`src/rtl/id_ex_stage.sv`:
```
`default_nettype none
// +----------------------------------------------------------------------------+
// | id_ex_stage : ID/EX pipeline register with load-use hazard detection,      |
// |               bubble insertion on stall/flush and saturating event counters |
// | Revision    : 1.0                                                           |
// +----------------------------------------------------------------------------+
module id_ex_stage #(
   parameter int DATA_WIDTH     = 32,
   parameter int REG_ADDR_WIDTH = 5,
   parameter int CNT_WIDTH      = 16
) (
   input  logic                      clk,
   input  logic                      reset,
   input  logic                      id_valid,
   input  logic                      id_reg_dst,
   input  logic                      id_jump,
   input  logic                      id_branch,
   input  logic                      id_branch_bne,
   input  logic                      id_mem_read,
   input  logic                      id_mem_to_reg,
   input  logic                      id_mem_write,
   input  logic                      id_alu_src,
   input  logic                      id_reg_write,
   input  logic [3:0]                id_alu_op,
   input  logic [DATA_WIDTH-1:0]     id_pc_plus4,
   input  logic [DATA_WIDTH-1:0]     id_rs_data,
   input  logic [DATA_WIDTH-1:0]     id_rt_data,
   input  logic [DATA_WIDTH-1:0]     id_imm,
   input  logic [REG_ADDR_WIDTH-1:0] id_rs,
   input  logic [REG_ADDR_WIDTH-1:0] id_rt,
   input  logic [REG_ADDR_WIDTH-1:0] id_rd,
   input  logic [5:0]                id_funct,
   input  logic                      flush,
   output logic                      ex_valid,
   output logic                      ex_reg_dst,
   output logic                      ex_jump,
   output logic                      ex_branch,
   output logic                      ex_branch_bne,
   output logic                      ex_mem_read,
   output logic                      ex_mem_to_reg,
   output logic                      ex_mem_write,
   output logic                      ex_alu_src,
   output logic                      ex_reg_write,
   output logic [3:0]                ex_alu_op,
   output logic [DATA_WIDTH-1:0]     ex_pc_plus4,
   output logic [DATA_WIDTH-1:0]     ex_rs_data,
   output logic [DATA_WIDTH-1:0]     ex_rt_data,
   output logic [DATA_WIDTH-1:0]     ex_imm,
   output logic [REG_ADDR_WIDTH-1:0] ex_rs,
   output logic [REG_ADDR_WIDTH-1:0] ex_rt,
   output logic [5:0]                ex_funct,
   output logic [REG_ADDR_WIDTH-1:0] ex_write_reg,
   output logic                      stall,
   output logic                      pc_write,
   output logic                      if_id_write,
   output logic [CNT_WIDTH-1:0]      stall_count,
   output logic [CNT_WIDTH-1:0]      flush_count
);

   typedef struct packed {
      logic       reg_dst;
      logic       jump;
      logic       branch;
      logic       branch_bne;
      logic       mem_read;
      logic       mem_to_reg;
      logic       mem_write;
      logic       alu_src;
      logic       reg_write;
      logic [3:0] alu_op;
   } ctrl_t;

   ctrl_t                     ctrl_d, ctrl_q;
   logic                      valid_d, valid_q;
   logic [REG_ADDR_WIDTH-1:0] write_reg_d, write_reg_q;
   logic [DATA_WIDTH-1:0]     pc_plus4_d, pc_plus4_q;
   logic [DATA_WIDTH-1:0]     rs_data_d, rs_data_q;
   logic [DATA_WIDTH-1:0]     rt_data_d, rt_data_q;
   logic [DATA_WIDTH-1:0]     imm_d, imm_q;
   logic [REG_ADDR_WIDTH-1:0] rs_d, rs_q;
   logic [REG_ADDR_WIDTH-1:0] rt_d, rt_q;
   logic [5:0]                funct_d, funct_q;
   logic [CNT_WIDTH-1:0]      stall_cnt_d, stall_cnt_q;
   logic [CNT_WIDTH-1:0]      flush_cnt_d, flush_cnt_q;

   logic uses_rt;
   logic load_in_ex;
   logic hazard;

   // rt is only a source for R-type, branches and stores; for lw/I-type ALU it is the destination.
   assign uses_rt    = id_valid & (id_reg_dst | id_branch | id_branch_bne | id_mem_write);
   assign load_in_ex = valid_q & ctrl_q.mem_read & (write_reg_q != '0);
   assign hazard     = load_in_ex
                     & ((id_valid & (write_reg_q == id_rs)) | (uses_rt & (write_reg_q == id_rt)))
                     & ~flush;

   assign stall       = hazard;
   assign pc_write    = ~hazard;
   assign if_id_write = ~hazard;

   always_comb begin
      valid_d     = id_valid;
      ctrl_d      = '{reg_dst: id_reg_dst, jump: id_jump, branch: id_branch,
                      branch_bne: id_branch_bne, mem_read: id_mem_read,
                      mem_to_reg: id_mem_to_reg, mem_write: id_mem_write,
                      alu_src: id_alu_src, reg_write: id_reg_write, alu_op: id_alu_op};
      write_reg_d = id_reg_dst ? id_rd : id_rt;
      pc_plus4_d  = id_pc_plus4;
      rs_data_d   = id_rs_data;
      rt_data_d   = id_rt_data;
      imm_d       = id_imm;
      rs_d        = id_rs;
      rt_d        = id_rt;
      funct_d     = id_funct;
      stall_cnt_d = stall_cnt_q;
      flush_cnt_d = flush_cnt_q;
      // A bubble clears every control that could cause a side effect; data fields ride along.
      if (flush || hazard) begin
         valid_d     = 1'b0;
         ctrl_d      = '0;
         write_reg_d = '0;
      end
      if (flush) begin
         flush_cnt_d = (&flush_cnt_q) ? flush_cnt_q : flush_cnt_q + 1'b1;
      end else if (hazard) begin
         stall_cnt_d = (&stall_cnt_q) ? stall_cnt_q : stall_cnt_q + 1'b1;
      end
   end

   always_ff @(posedge clk) begin
      if (reset) begin
         valid_q     <= 1'b0;
         ctrl_q      <= '0;
         write_reg_q <= '0;
         pc_plus4_q  <= '0;
         rs_data_q   <= '0;
         rt_data_q   <= '0;
         imm_q       <= '0;
         rs_q        <= '0;
         rt_q        <= '0;
         funct_q     <= '0;
         stall_cnt_q <= '0;
         flush_cnt_q <= '0;
      end else begin
         valid_q     <= valid_d;
         ctrl_q      <= ctrl_d;
         write_reg_q <= write_reg_d;
         pc_plus4_q  <= pc_plus4_d;
         rs_data_q   <= rs_data_d;
         rt_data_q   <= rt_data_d;
         imm_q       <= imm_d;
         rs_q        <= rs_d;
         rt_q        <= rt_d;
         funct_q     <= funct_d;
         stall_cnt_q <= stall_cnt_d;
         flush_cnt_q <= flush_cnt_d;
      end
   end

   assign ex_valid      = valid_q;
   assign ex_reg_dst    = ctrl_q.reg_dst;
   assign ex_jump       = ctrl_q.jump;
   assign ex_branch     = ctrl_q.branch;
   assign ex_branch_bne = ctrl_q.branch_bne;
   assign ex_mem_read   = ctrl_q.mem_read;
   assign ex_mem_to_reg = ctrl_q.mem_to_reg;
   assign ex_mem_write  = ctrl_q.mem_write;
   assign ex_alu_src    = ctrl_q.alu_src;
   assign ex_reg_write  = ctrl_q.reg_write;
   assign ex_alu_op     = ctrl_q.alu_op;
   assign ex_write_reg  = write_reg_q;
   assign ex_pc_plus4   = pc_plus4_q;
   assign ex_rs_data    = rs_data_q;
   assign ex_rt_data    = rt_data_q;
   assign ex_imm        = imm_q;
   assign ex_rs         = rs_q;
   assign ex_rt         = rt_q;
   assign ex_funct      = funct_q;
   assign stall_count   = stall_cnt_q;
   assign flush_count   = flush_cnt_q;

endmodule
`default_nettype wire

```
`config.mk`:
```
export PLATFORM = sky130hd
export DESIGN_NAME = id_ex_stage
export DESIGN_NICKNAME = d
export VERILOG_FILES = /design/src/rtl/id_ex_stage.sv
export SDC_FILE = /design/constraint.sdc
export NUM_CORES = 1
export LEC_CHECK = 0
export BUFFER_PORTS_ARGS = -buffer_cell sky130_fd_sc_hd__buf_2
export CORE_AREA = 2 2 142 144
export DETAILED_ROUTE_END_ITERATION = 8
export DIE_AREA = 0 0 144 146
export GPL_TIMING_DRIVEN = 1
export PLACE_DENSITY = 0.61
export REMOVE_ABC_BUFFERS = 1
export SYNTH_ARGS = -nofsm -noshare
export SYNTH_HDL_FRONTEND = slang
export SYNTH_SLANG_ARGS = --single-unit
```
`constraint.sdc`:
```
create_clock -name clk -period 2.45 [get_ports clk]
set_input_delay 0.1225 -clock clk [delete_from_list [all_inputs] [get_ports clk]]
set_output_delay 0.1225 -clock clk [all_outputs]
set_load 0.02 [all_outputs]
```
==> results of run 1 <==
## final timing paths
kind / end / slack, ns / depth (start not counted)
hold reg to reg: stall_count[9] / 0.50 / 2
setup reg to reg: stall_count[15] / 0.24 / 6
setup / recovery: pc_write / 0.14 / 9
hold / removal: ex_pc_plus4[3] / 0.02 / 2
## power by group through the flow
stage               logic, mW  registers (mW)  clock network, mW
finish                  0.902            3.35               2.69
floorplan               0.124            3.61                  0
global placement        0.670            3.42                  0
CTS                     0.894            3.35               2.78
global route            0.964            3.36               2.90
detailed placement      0.670            3.42                  0
## metal layers
| metal | up-vias | GRT usage | share of wire |
|---|---|---|---|
| li1 | 2891 | - | - |
| met1 | 2632 | 0.200 | 0.39 |
| met2 | 222 | 0.327 | 0.50 |
| met3 | 43 | 0.0576 | 0.076 |
| met4 | 0 | 0.0824 | 0.032 |
| met5 | - | 0 | 0 |
## critical path, cell delays in order
cell and delay, ns:
dlygate4sd3_1 0.55, buf_2 0.15, nor4_1 0.39, nor4_2 0.12, a22oi_2 0.28, buf_4 0.25, nor3_1 0.09, inv_1 0.08
buf_2 0.16
## synth_stat cells (4+ instances only)
library cell	n	share of area
nor2_1	25	0.015
dfxtp_1	195	0.63
inv_1	4	0.0024
and2_1	17	0.017
mux2i_1	7	0.011
xor2_1	10	0.014
nand2_1	12	0.0073
nor4_1	6	0.0061
nor3_1	9	0.0073
a21oi_1	17	0.014
xnor2_1	8	0.011
o21ai_0	4	0.0033
o31ai_1	12	0.015
nand3_1	10	0.0081
or4_1	13	0.016
clkbuf_1	20	0.012
and3_1	5	0.0051
nor2b_1	145	0.15
## kinds of logic after synthesis
group	after synthesis	share of synthesized area
simple gates	260	0.253
compound gates	45	0.0490
buf+inv	32	0.0215
xor+xnor	18	0.0256
mux	8	0.0132
fa+ha+maj	2	0.00406
flops	195	0.634
## placed cells by master (no fill, tap or decap), drive strengths merged, types with 13 or more instances in the layout
cell / count
a21oi: 17
and2: 17
buf: 369
clkbuf: 17
dfxtp: 195
dlygate4sd3: 167
nor2: 25
nor2b: 145
or4: 13
## layout make-up
class | instances | area [sq um] | share of cell area
clock inverters | 14 | 141 | 0.0135
inverters | 4 | 15.0 | 0.00143
repair buffers | 536 | 3550 | 0.338
flip-flops and latches | 195 | 3900 | 0.372
multi-input cells | 333 | 2130 | 0.203
diodes | 1 | 2.50 | 0.000238
well taps | 265 | 332 | 0.0316
clock buffers | 17 | 425 | 0.0405
## per-stage QoR
stage | instances | power (mW) | area (sq um) | worst slack [ns]
after floorplan | 532 | 3.73 | 6040 | 0.131
after global placement | 1166 | 4.09 | 8250 | 0.283
after detailed placement | 1166 | 4.09 | 8250 | 0.274
after CTS | 1364 | 7.02 | 10500 | 0.132
after global routing | 1365 | 7.23 | 10500 | -0.0282
final | 1365 | 6.94 | 10500 | 0.141
## timing repair
item / 4_1_cts / 5_1_grt
setup endpoints to repair: 0 / 3
gates resized for setup: 0 / 1
hold endpoints to repair: 162 / 0
hold buffers: 167 / 0
==> results_dict.tcl, run 1 <==
set metrics [dict create \
    outcome "complete, no violations" \
    slew_violations 0 \
    path_clk_slew_ns 0.08 \
    grt_pass1_vias 5946 \
    seqPwrFrac 0.483 \
    relSlewSlack 0.629 \
    clk_latency_ns 0.42 \
    crit_type "in2out" \
    grt_use_total 0.185 \
    clock-sinks 195 \
    die_h_microns 146 \
    postSynthAreaPerCell_sq_um 11.0 \
    start_kind "input port" \
    period_share 0.942 \
    postSynth.asyncResetShare 0 \
    cp-startpoint "id_branch" \
    ir_drop_mv 0.414 \
    yosys_warnings 0 \
    fmax_mhz 433 \
    wl_microns 20400 \
    first_pass_iters 4 \
    synthCells 560 \
    gp_congestion 0.828 \
    fill_cells 1688 \
    setup_viol 0 \
    dp_hpwl_microns 13700 \
    tightest_slew_ns 0.557 \
    synthesis.area_sq_mm 0.00616 \
    hp-start "reset" \
    num_io_pins 364 \
    synth-edff-count 0 \
    via_per_inst 4.24 \
    grt_start_max_net_pins 100 \
    synth_cell_types 44 \
    portBuffers 363 \
    fin_nets 1255 \
    cts_made_buffers 17 \
    dieArea_sq_mm 0.0210 \
    p_sw_frac 0.263 \
    skew_ns 0.0166 \
    vias 5788 \
    cap_violations 0 \
    antenna_left 0 \
    yosys_register_bits 195 \
    end_kind "output port" \
    drt_iter0_markers 219 \
    fin_crit_ns 2.31 \
    switchingPower_mw 1.82 \
    die_w_microns 144 \
    seq_area_frac_synth 0.634 \
    cts_setup_buffers 0 \
    syn_to_final_growth_pct 70.5 \
    grt_pass1_wl_microns 30100 \
    arrival_ns 2.19 \
    drive_gt1_frac 0.373 \
    core_sq_mm 0.0193 \
    wl_per_cell_microns 15.0 \
    cts_max_path_buffers 2 \
    finalHoldViolCount 0 \
    required_ns 2.33 \
    power_density_mw_per_mm2 661 \
    hold_class "in2reg" \
    post-route-util 0.543 \
    hold_ws_ns 0.0202 \
    p_clk_frac 0.387 \
    drcViolationCount 0 \
    intPower_mw 5.12 \
    cts_root_buffer "clkbuf_16" \
    cts_max_level 4 \
    antenna_found_initial 1 \
    reg2reg_from "stall_count[0]" \
    cts_tree "built" \
    grt-ovfl-total 0 \
    synth_flop_cell "dfxtp_1" \
    combPwrFrac 0.130 \
    num_rows 51 \
    start_util 0.319 \
    cp_max_fo 17 \
    setup_tns_ns 0 \
    leakage_nw 4.90 \
]
Note: power is estimated with default switching activity, not from simulation.
==> inputs of run 2 (changes only) <==
--- a/config.mk
+++ b/config.mk
@@ -5,7 +5,7 @@
 export SDC_FILE = /design/constraint.sdc
 export NUM_CORES = 1
 export LEC_CHECK = 0
-export BUFFER_PORTS_ARGS = -buffer_cell sky130_fd_sc_hd__buf_2
+export BUFFER_PORTS_ARGS = -buffer_cell sky130_fd_sc_hd__buf_4
 export CORE_AREA = 2 2 142 144
 export DETAILED_ROUTE_END_ITERATION = 8
 export DIE_AREA = 0 0 144 146
==> run 2 against run 1 <==
Effect of this change:
- critical path depth unchanged
- largest cell class is now buffers
- setup slack gained 0.052 ns
- critical path type unchanged
- combinational power grew 18%
- non-clock buffer count is 4 lower
- final cell count is essentially flat
- count of clock-buffer cells in the layout is 1 higher
- power rose by 3.8%
- sequential power about the same
==> results_dict.tcl, run 2 (synthesis gave the netlist of run 1 again) <==
set metrics [dict create \
    leakage_nw 5.10 \
    drcViolationCount 0 \
    rsz0062_at_grt "no" \
    relSlewSlack 0.582 \
    arrival_ns 2.13 \
    portBuffers 363 \
    cts_max_level 4 \
    max_stage_delay_ns 0.58 \
    dp_hpwl_microns 14800 \
    vias 5779 \
    grt_pass1_wl_microns 31900 \
    via_per_inst 4.24 \
    crit_type "in2out" \
    ir_drop_mv 0.438 \
    syn_to_final_growth_pct 85.4 \
    period_share 0.921 \
    slowest_stage "dlygate4sd3_1" \
    setup_viol 0 \
    path_clk_slew_ns 0.08 \
    cts_made_buffers 17 \
    power.total_mw 7.20 \
    drt_iter0_markers 134 \
    grt-ovfl-total 0 \
    drive_gt1_frac 0.375 \
    wl_per_cell_microns 15.8 \
    outcome "complete, no violations" \
    final_common_cell "buf_4" \
    required_ns 2.33 \
    clock-sinks 195 \
    hold_class "in2reg" \
    first_pass_iters 4 \
    antenna_found_initial 3 \
    dieArea_sq_mm 0.0210 \
    crit_chain "dlygate4sd3_1 > buf_4 > xor2_1 > nor4_2 > a22oi_2 > buf_4 > nor3_2 > inv_1 > buf_4" \
    start_kind "input port" \
    num_rows 51 \
    wl_microns 21600 \
    finalHoldViolCount 0 \
    worst_path_most_repeated_cell "buf_4" \
    cts_tree "built" \
    gp_congestion 0.811 \
    setup_tns_ns 0 \
    fmax_mhz 443 \
    power_density_mw_per_mm2 631 \
    cap_violations 0 \
    num_io_pins 364 \
    cts_root_buffer "clkbuf_16" \
    antenna_left 0 \
    die_h_microns 146 \
    layout_common_cells "366 x buf_4, 195 x dfxtp_1, 164 x dlygate4sd3_1" \
    fin_crit_ns 2.26 \
    cts_max_path_buffers 2 \
    grt_use_total 0.197 \
    skew_ns 0.0115 \
    grt_pass1_vias 5939 \
    slew_violations 0 \
    cp_max_fo 18 \
    die_w_microns 144 \
    cts_setup_buffers 0 \
    clk_latency_ns 0.43 \
    grt_start_max_net_pins 97 \
    end_kind "output port" \
    core_sq_mm 0.0193 \
    fin_nets 1251 \
    tightest_slew_ns 0.620 \
    start_util 0.319 \
]
[run 2: cell types whose count changed in the layout (fill, tap and decap cells not counted), sizes merged]
cell / before / now
clkbuf: 17 / 18
buf: 369 / 368
clkinvlp: 3 / 0
clkinv: 4 / 8
inv: 11 / 10
dlygate4sd3: 167 / 164
diode: 1 / 3
[run 2: area by class of cell]
| class | count | area (sq um) |
|---|---|---|
| diodes | 3 | 7.51 |
| clock buffers | 18 | 439 |
| clock inverters | 14 | 165 |
| fillers | 1578 | 7920 |
| inverters | 4 | 15.0 |
| multi-input cells | 333 | 2130 |
| flip-flops and latches | 195 | 3900 |
| well taps | 265 | 332 |
| repair buffers | 532 | 4420 |
[run 2: where the power goes]
group | internal, mW | total, mW | switching (mW)
registers | 3.31 | 3.36 | 0.0487
logic | 0.598 | 1.06 | 0.463
clock network | 1.40 | 2.78 | 1.38
[run 2: repair_timing]
action                                  CTS  global route
gates resized for setup                   0             2
endpoints found under the hold margin   163             0
endpoints found under the setup margin    0             3
hold buffers                            164             0
[run 2: layer usage]
| layer | up-vias | track usage | part of all wire |
|---|---|---|---|
| met2 | 205 | 0.339 | 0.50 |
| met1 | 2625 | 0.214 | 0.39 |
| li1 | 2892 | - | - |
| met5 | - | 0 | 0 |
| met4 | 0 | 0.104 | 0.038 |
| met3 | 57 | 0.0625 | 0.075 |
[run 2: critical path, delay by kind of cell]
kind	cells	cell delay (ns)
AOI/OAI and AO/OA	1	0.13
and+or+nand+nor	2	0.52
buffers and inverters	5	1.20
xor gates and xnor gates	1	0.16
[run 2: path summary, 6_finish.rpt]
| kind | endpoint | start | cells after the start | slack [ns] |
|---|---|---|---|---|
| worst max-delay path | pc_write | id_rt[2] | 9 | 0.19 |
| worst min-delay path | flush_count[14] | reset | 2 | 0.06 |
| worst max register to register | stall_count[15] | stall_count[0] | 6 | 0.21 |
| worst min register to register | stall_count[11] | stall_count[11] | 2 | 0.50 |
[run 2: per-stage QoR]
step	hold WS (ns)	utilization	worst slack (ns)	std cells	cell area, sq um
global placement	0.325	0.473	0.271	1165	9150
finish	0.0649	0.591	0.193	1364	11400
global route	0.0758	0.591	0.0400	1364	11400
CTS	0.0616	0.590	0.101	1361	11400
detailed placement	0.329	0.473	0.241	1165	9150
floorplan	0.192	-	0.131	532	6040
